## config.mk

```make
export PLATFORM = sky130hd
export DESIGN_NAME = control_unit
export DESIGN_NICKNAME = d
export VERILOG_FILES = /design/src/rtl/control_pkg.sv /design/src/rtl/op_class_decode.sv /design/src/rtl/control_unit.sv
export SDC_FILE = /design/constraint.sdc
export NUM_CORES = 1
export LEC_CHECK = 0
export ABC_AREA = 1
export BUFFER_PORTS_ARGS = -buffer_cell sky130_fd_sc_hd__buf_4
export CAP_MARGIN = 10
export CORE_UTILIZATION = 37
export CTS_CLUSTER_SIZE = 8
export DETAILED_ROUTE_END_ITERATION = 8
export GPL_TIMING_DRIVEN = 0
export PLACE_DENSITY_LB_ADDON = 0.3
export SETUP_SLACK_MARGIN = 0.15
export SLEW_MARGIN = 10
export SYNTH_ARGS = -nofsm -noshare
export SYNTH_HDL_FRONTEND = slang
export SYNTH_SLANG_ARGS = --single-unit
export TNS_END_PERCENT = 50
```

## constraint.sdc

```tcl
create_clock -name clock -period 1.7 [get_ports clock]
set_input_delay 0.17 -clock clock [delete_from_list [all_inputs] [get_ports clock]]
set_output_delay 0.17 -clock clock [all_outputs]
set_load 0.005 [all_outputs]
```

## src/rtl/control_pkg.sv

```systemverilog
// Shared definitions for the hardwired control unit: opcode constants,
// opcode classes and the sequencer state enumeration.
package control_pkg;

  localparam int unsigned OPCODE_W = 5;

  localparam logic [OPCODE_W-1:0] OP_ADD       = 5'b00000;
  localparam logic [OPCODE_W-1:0] OP_ALU3_LAST = 5'b01100;
  localparam logic [OPCODE_W-1:0] OP_IMM_FIRST = 5'b01101;
  localparam logic [OPCODE_W-1:0] OP_IMM_LAST  = 5'b01111;
  localparam logic [OPCODE_W-1:0] OP_MUL       = 5'b10000;
  localparam logic [OPCODE_W-1:0] OP_DIV       = 5'b10001;
  localparam logic [OPCODE_W-1:0] OP_LD        = 5'b10010;
  localparam logic [OPCODE_W-1:0] OP_ST        = 5'b10011;
  localparam logic [OPCODE_W-1:0] OP_NOP       = 5'b11010;
  localparam logic [OPCODE_W-1:0] OP_HALT      = 5'b11011;

  typedef enum logic [3:0] {
    C_ALU3, C_IMM, C_MUL, C_DIV, C_LD, C_ST, C_NOP, C_HALT, C_UNDEF
  } op_class_t;

  typedef enum logic [3:0] {
    S_RESET, S_T0, S_T1, S_T2, S_T3, S_T4, S_T5, S_T6, S_T7, S_PAUSED, S_HALTED
  } state_t;

  function automatic logic [OPCODE_W-1:0] opcode_of(input logic [31:0] ir);
    return ir[31:27];
  endfunction

endpackage

```

## src/rtl/op_class_decode.sv

```systemverilog
// Combinational opcode-to-class decoder.
module op_class_decode
  import control_pkg::*;
(
  input  logic [OPCODE_W-1:0] opcode_i,
  output op_class_t           class_o
);

  always_comb begin
    class_o = C_UNDEF;
    if (opcode_i <= OP_ALU3_LAST) begin
      class_o = C_ALU3;
    end else if (opcode_i <= OP_IMM_LAST) begin
      class_o = C_IMM;
    end else begin
      case (opcode_i)
        OP_MUL:  class_o = C_MUL;
        OP_DIV:  class_o = C_DIV;
        OP_LD:   class_o = C_LD;
        OP_ST:   class_o = C_ST;
        OP_NOP:  class_o = C_NOP;
        OP_HALT: class_o = C_HALT;
        default: class_o = C_UNDEF;
      endcase
    end
  end

endmodule

```

## src/rtl/control_unit.sv

```systemverilog
// Hardwired control sequencer: fetch (T0-T2), class-specific execute
// (T3-T7), plus RESET/PAUSED/HALTED housekeeping states.
module control_unit
  import control_pkg::*;
#(
  parameter bit ILLEGAL_HALTS = 1'b0
) (
  input  logic        clock,
  input  logic        clear,
  input  logic [31:0] IRbits,
  input  logic        mem_ready,
  input  logic        stop,
  output logic        PCout,
  output logic        MARin,
  output logic        IncPC,
  output logic        PCin,
  output logic        IRin,
  output logic        MDRin,
  output logic        MDRout,
  output logic        MDRread,
  output logic        Read,
  output logic        Write,
  output logic        RYin,
  output logic        RZinLo,
  output logic        RZinHi,
  output logic        RZoutLo,
  output logic        RZoutHi,
  output logic        HIin,
  output logic        LOin,
  output logic        Gra,
  output logic        Grb,
  output logic        Grc,
  output logic        Rin,
  output logic        Rout,
  output logic        BAout,
  output logic        Cout,
  output logic        Run,
  output logic        illegal_op
);

  state_t    state_q, state_d;
  state_t    entry_state;
  op_class_t op_class;
  logic      ir_unused;

  // Class is decoded from the IR register itself; it is stable from T3 on
  // because IR loads on the T2->T3 edge.
  op_class_decode u_decode (
    .opcode_i (opcode_of(IRbits)),
    .class_o  (op_class)
  );

  assign ir_unused   = ^IRbits[26:0];
  assign entry_state = stop ? S_PAUSED : S_T0;

  always_ff @(posedge clock) begin
    if (clear) state_q <= S_RESET;
    else       state_q <= state_d;
  end

  always_comb begin
    state_d = state_q;
    case (state_q)
      S_RESET:  state_d = entry_state;
      S_T0:     state_d = S_T1;
      S_T1:     if (mem_ready) state_d = S_T2;
      S_T2:     state_d = S_T3;
      S_T3: begin
        case (op_class)
          C_NOP:   state_d = entry_state;
          C_HALT:  state_d = S_HALTED;
          C_UNDEF: state_d = ILLEGAL_HALTS ? S_HALTED : entry_state;
          default: state_d = S_T4;
        endcase
      end
      S_T4:     state_d = S_T5;
      S_T5:     state_d = (op_class == C_ALU3 || op_class == C_IMM) ? entry_state : S_T6;
      S_T6: begin
        case (op_class)
          C_LD:    if (mem_ready) state_d = S_T7;
          C_ST:    state_d = S_T7;
          default: state_d = entry_state;
        endcase
      end
      S_T7:     if (op_class != C_ST || mem_ready) state_d = entry_state;
      S_PAUSED: if (!stop) state_d = S_T0;
      S_HALTED: state_d = S_HALTED;
      default:  state_d = S_RESET;
    endcase
  end

  always_comb begin
    {PCout, MARin, IncPC, PCin, IRin, MDRin, MDRout, MDRread, Read, Write} = '0;
    {RYin, RZinLo, RZinHi, RZoutLo, RZoutHi, HIin, LOin} = '0;
    {Gra, Grb, Grc, Rin, Rout, BAout, Cout, illegal_op} = '0;
    Run = !(state_q inside {S_RESET, S_PAUSED, S_HALTED});
    case (state_q)
      S_T0: {PCout, MARin, IncPC, RZinLo} = '1;
      S_T1: {RZoutLo, PCin, Read, MDRread, MDRin} = '1;
      S_T2: {MDRout, IRin} = '1;
      S_T3: begin
        case (op_class)
          C_ALU3, C_IMM: {Grb, Rout, RYin} = '1;
          C_MUL, C_DIV:  {Gra, Rout, RYin} = '1;
          C_LD, C_ST:    {Grb, BAout, RYin} = '1;
          C_UNDEF:       illegal_op = 1'b1;
          default: ;
        endcase
      end
      S_T4: begin
        case (op_class)
          C_ALU3:       {Grc, Rout, RZinLo} = '1;
          C_MUL, C_DIV: {Grb, Rout, RZinLo, RZinHi} = '1;
          default:      {Cout, RZinLo} = '1;
        endcase
      end
      S_T5: begin
        case (op_class)
          C_MUL, C_DIV: {RZoutLo, LOin} = '1;
          C_LD, C_ST:   {RZoutLo, MARin} = '1;
          default:      {RZoutLo, Gra, Rin} = '1;
        endcase
      end
      S_T6: begin
        case (op_class)
          C_LD:    {Read, MDRread, MDRin} = '1;
          C_ST:    {Gra, Rout, MDRin} = '1;
          default: {RZoutHi, HIin} = '1;
        endcase
      end
      S_T7: begin
        if (op_class == C_ST) Write = 1'b1;
        else                  {MDRout, Gra, Rin} = '1;
      end
      default: ;
    endcase
  end

endmodule

```

==> metrics <==
status=complete, no violations; Max Fclk=0.643 GHz; RSZ-0062 raised after global routing=yes; Synth top area share=16.1%; initial antenna violation count=0; placed cell area=987 µm²; CP Max Fanout=5; DRC=0; grt peak-use layer=met2; 1st-iter DRT viols=17; Syn Std Cell Area=701 µm²; share of cells above drive strength 1=about 40%; critical path type=reg -> out; min-delay src=clear; max-cap violation count=0; Data arrival, critical path=1.39 ns; worst r2r dst=state_q[3]$_SDFFE_PP0P_; first-pass detailed-route iteration total=4; number of global-route vias before repair=875; slowest stage delay, CP=0.36 ns; commonest non-fill, non-tap cell in the layout=buf_4; vias per cell=between 5 and 6; top flop regs=state_q: 4 flops; Die X=45.5 µm; IR drop worst, VDD=1.03 mV; Placement Setup Slack=0.207 ns; Final Cycle Share=91.5%; Die H=45.5 µm; post-route antenna net violation count=0; die area=just over 0.002 mm²; Port Buffers=34; met1 Use GR=27.3%; clock-pin slew on the worst setup and hold paths=roughly 0.040 ns; YS warnings=0; Mapped Cells=roughly 130; Worst-Margin Slew=between 0.3 and 0.4 ns; pwr dens=around 1200 mW/mm²; GRT Residual Overflow=0; Reg2Reg Launch Point=state_q[3]$_SDFFE_PP0P_; max reg flops=4; Core Region=0.00175 mm²; grt met3 use=2.38%; CTS root buf=clkbuf_4; clk_skew=0.00457 ns; Final Hold Viols=0; syn nets=169; Worst EP required=between 1.5 and 2 ns; GR Util All Layers=between 20 and 25%; Final Net Count=210; Largest Register=state_q; fin crit period=1.56 ns; Avg Cell Area, Syn=5.27 µm²; CP cell instances=inv_2 -> nand2_2 -> nor2_4 -> a211oi_1 -> buf_4; first-pass GRT wire length=3460 µm; final non-filler cell total=roughly 200; Worst Hold End=state_q[0]$_SDFFE_PP0P_; number of buffers created by CTS=3; final setup margin=approximately 0.14 ns; reg2reg path depth=7; final WL=2260 µm; # rows=15; TritonCTS clock tree=built; Vias=998; Initial Util=40.1%; Clock Latency Late Sink=0.23 ns; commonest cells after routing, fill and taps aside=buf_4 (39), nand2_1 (26), nor2_1 (23); distinct cell type count after synthesis=23; min-delay worst type=in -> reg; Worst Hold Depth=2; CTS sink count=4; grt met2 use=38.0%; Longest Clk Path Bufs=2; antenna cells=0; CTS Hold Bufs=0; setup TNS=0 ns; H-tree levels=1; hold_ws=0.106 ns; detailed placement HPWL=1820 µm; Static Leakage=0.000596 µW; area grow syn2layout=55.2%; synth top area cells=nand2_1 (16%), nor2_1 (13%), dfxtp_1 (11%), nand3_1 (10%), inv_1 (9.1%); Setup-failing EPs final=0; largest area contributor in the netlist=nand2_1; CP startpoint kind=flop; number of I/O pins=62; worst rel slew slack=about three quarters; sequential share of the synthesized area=around 11%; pin count of the biggest net entering global routing=11; placed cells=192; fillcell total=186; #FFs+latches synth=4; Avg WL per Cell=11.5 µm; CP max stage cell=dfxtp_2; routability cong.=about 0.9; fin area=0.00109 mm²; max-slew violations=0; crit end category=output pin; r2r setup slk=0.34 ns
-- worst max path at each step --
stage | startpoint | to | cells after the start
CTS | state_q[0]$_SDFFE_PP0P_ | illegal_op | 4
finish | state_q[1]$_SDFFE_PP0P_ | Run | 5
global placement | state_q[2]$_SDFFE_PP0P_ | illegal_op | 5
floorplan | state_q[2]$_SDFFE_PP0P_ | Read | 5
detailed placement | state_q[2]$_SDFFE_PP0P_ | illegal_op | 5
global route | state_q[3]$_SDFFE_PP0P_ | PCout | 5
-- kinds of logic after synthesis --
| kind of cell | after synthesis | share of synthesized area, % |
|---|---|---|
| simple gates | 85 | 54.6 |
| buf+inv | 23 | 14.1 |
| compound gates | 21 | 19.8 |
| flops | 4 | 11.4 |
-- stage by stage --
| stage | total power [µW] | util [%] |
|---|---|---|
| after CTS | 1190 | 59.3 |
| after detailed placement | 1030 | 56.6 |
| after global placement | 1020 | 56.6 |
| after global routing | 1410 | 62.3 |
| after floorplan | 682 | - |
| final | 1290 | 62.3 |
-- what timing repair did --
action / CTS / global route
hold endpoints to repair: 0 / 0
buffers inserted: 1 / 1
pin swaps: 1 / 4
gates resized for setup: 8 / 17
setup endpoints to repair: 11 / 18
-- cell usage after synthesis --
cell type	number
nand2_1	30
nor2_1	25
inv_1	17
nand3_1	14
a21oi_1	6
o21ai_0	5
dfxtp_1	4
nand2_2	4
nand4_1	4
buf_4	3
nor2_2	3
nor3_1	3
inv_2	2
nor2_4	2
o21ai_1	2
o21bai_1	2
a2111oi_1	1
a211oi_1	1
a21boi_4	1
buf_2	1
o2111ai_1	1
o22ai_1	1
o31ai_1	1
-- worst max-delay path, delay by kind of cell, from the launching register on --
| kind | cells | cell delay [ns] |
|---|---|---|
| AOI/OAI and AO/OA | 1 | 0.34 |
| buffers and inverters | 2 | 0.26 |
| and+or+nand+nor | 2 | 0.19 |
| DFF | 1 | 0.36 |
-- metal layers --
metal	vias to the layer above	wire, µm
met5	-	0
met4	0	38
met3	6	130
met2	36	1170
met1	443	920
li1	513	-
-- power breakdown --
group	switching [µW]	internal, µW
clock	36.4	78.8
combinational	518	439
sequential	75.3	144
-- layout make-up --
type / count / area (µm²) / share of cell area, %
plain buffers: 4 / 27.5 / 2.53
multi-input cells: 106 / 572 / 52.6
repair buffers: 36 / 270 / 24.9
clock buffers: 3 / 22.5 / 2.07
well taps: 25 / 31.3 / 2.88
inverters: 19 / 73.8 / 6.79
flip-flops and latches: 4 / 90.1 / 8.29
No activity file was read; power rests on OpenSTA's default activity.
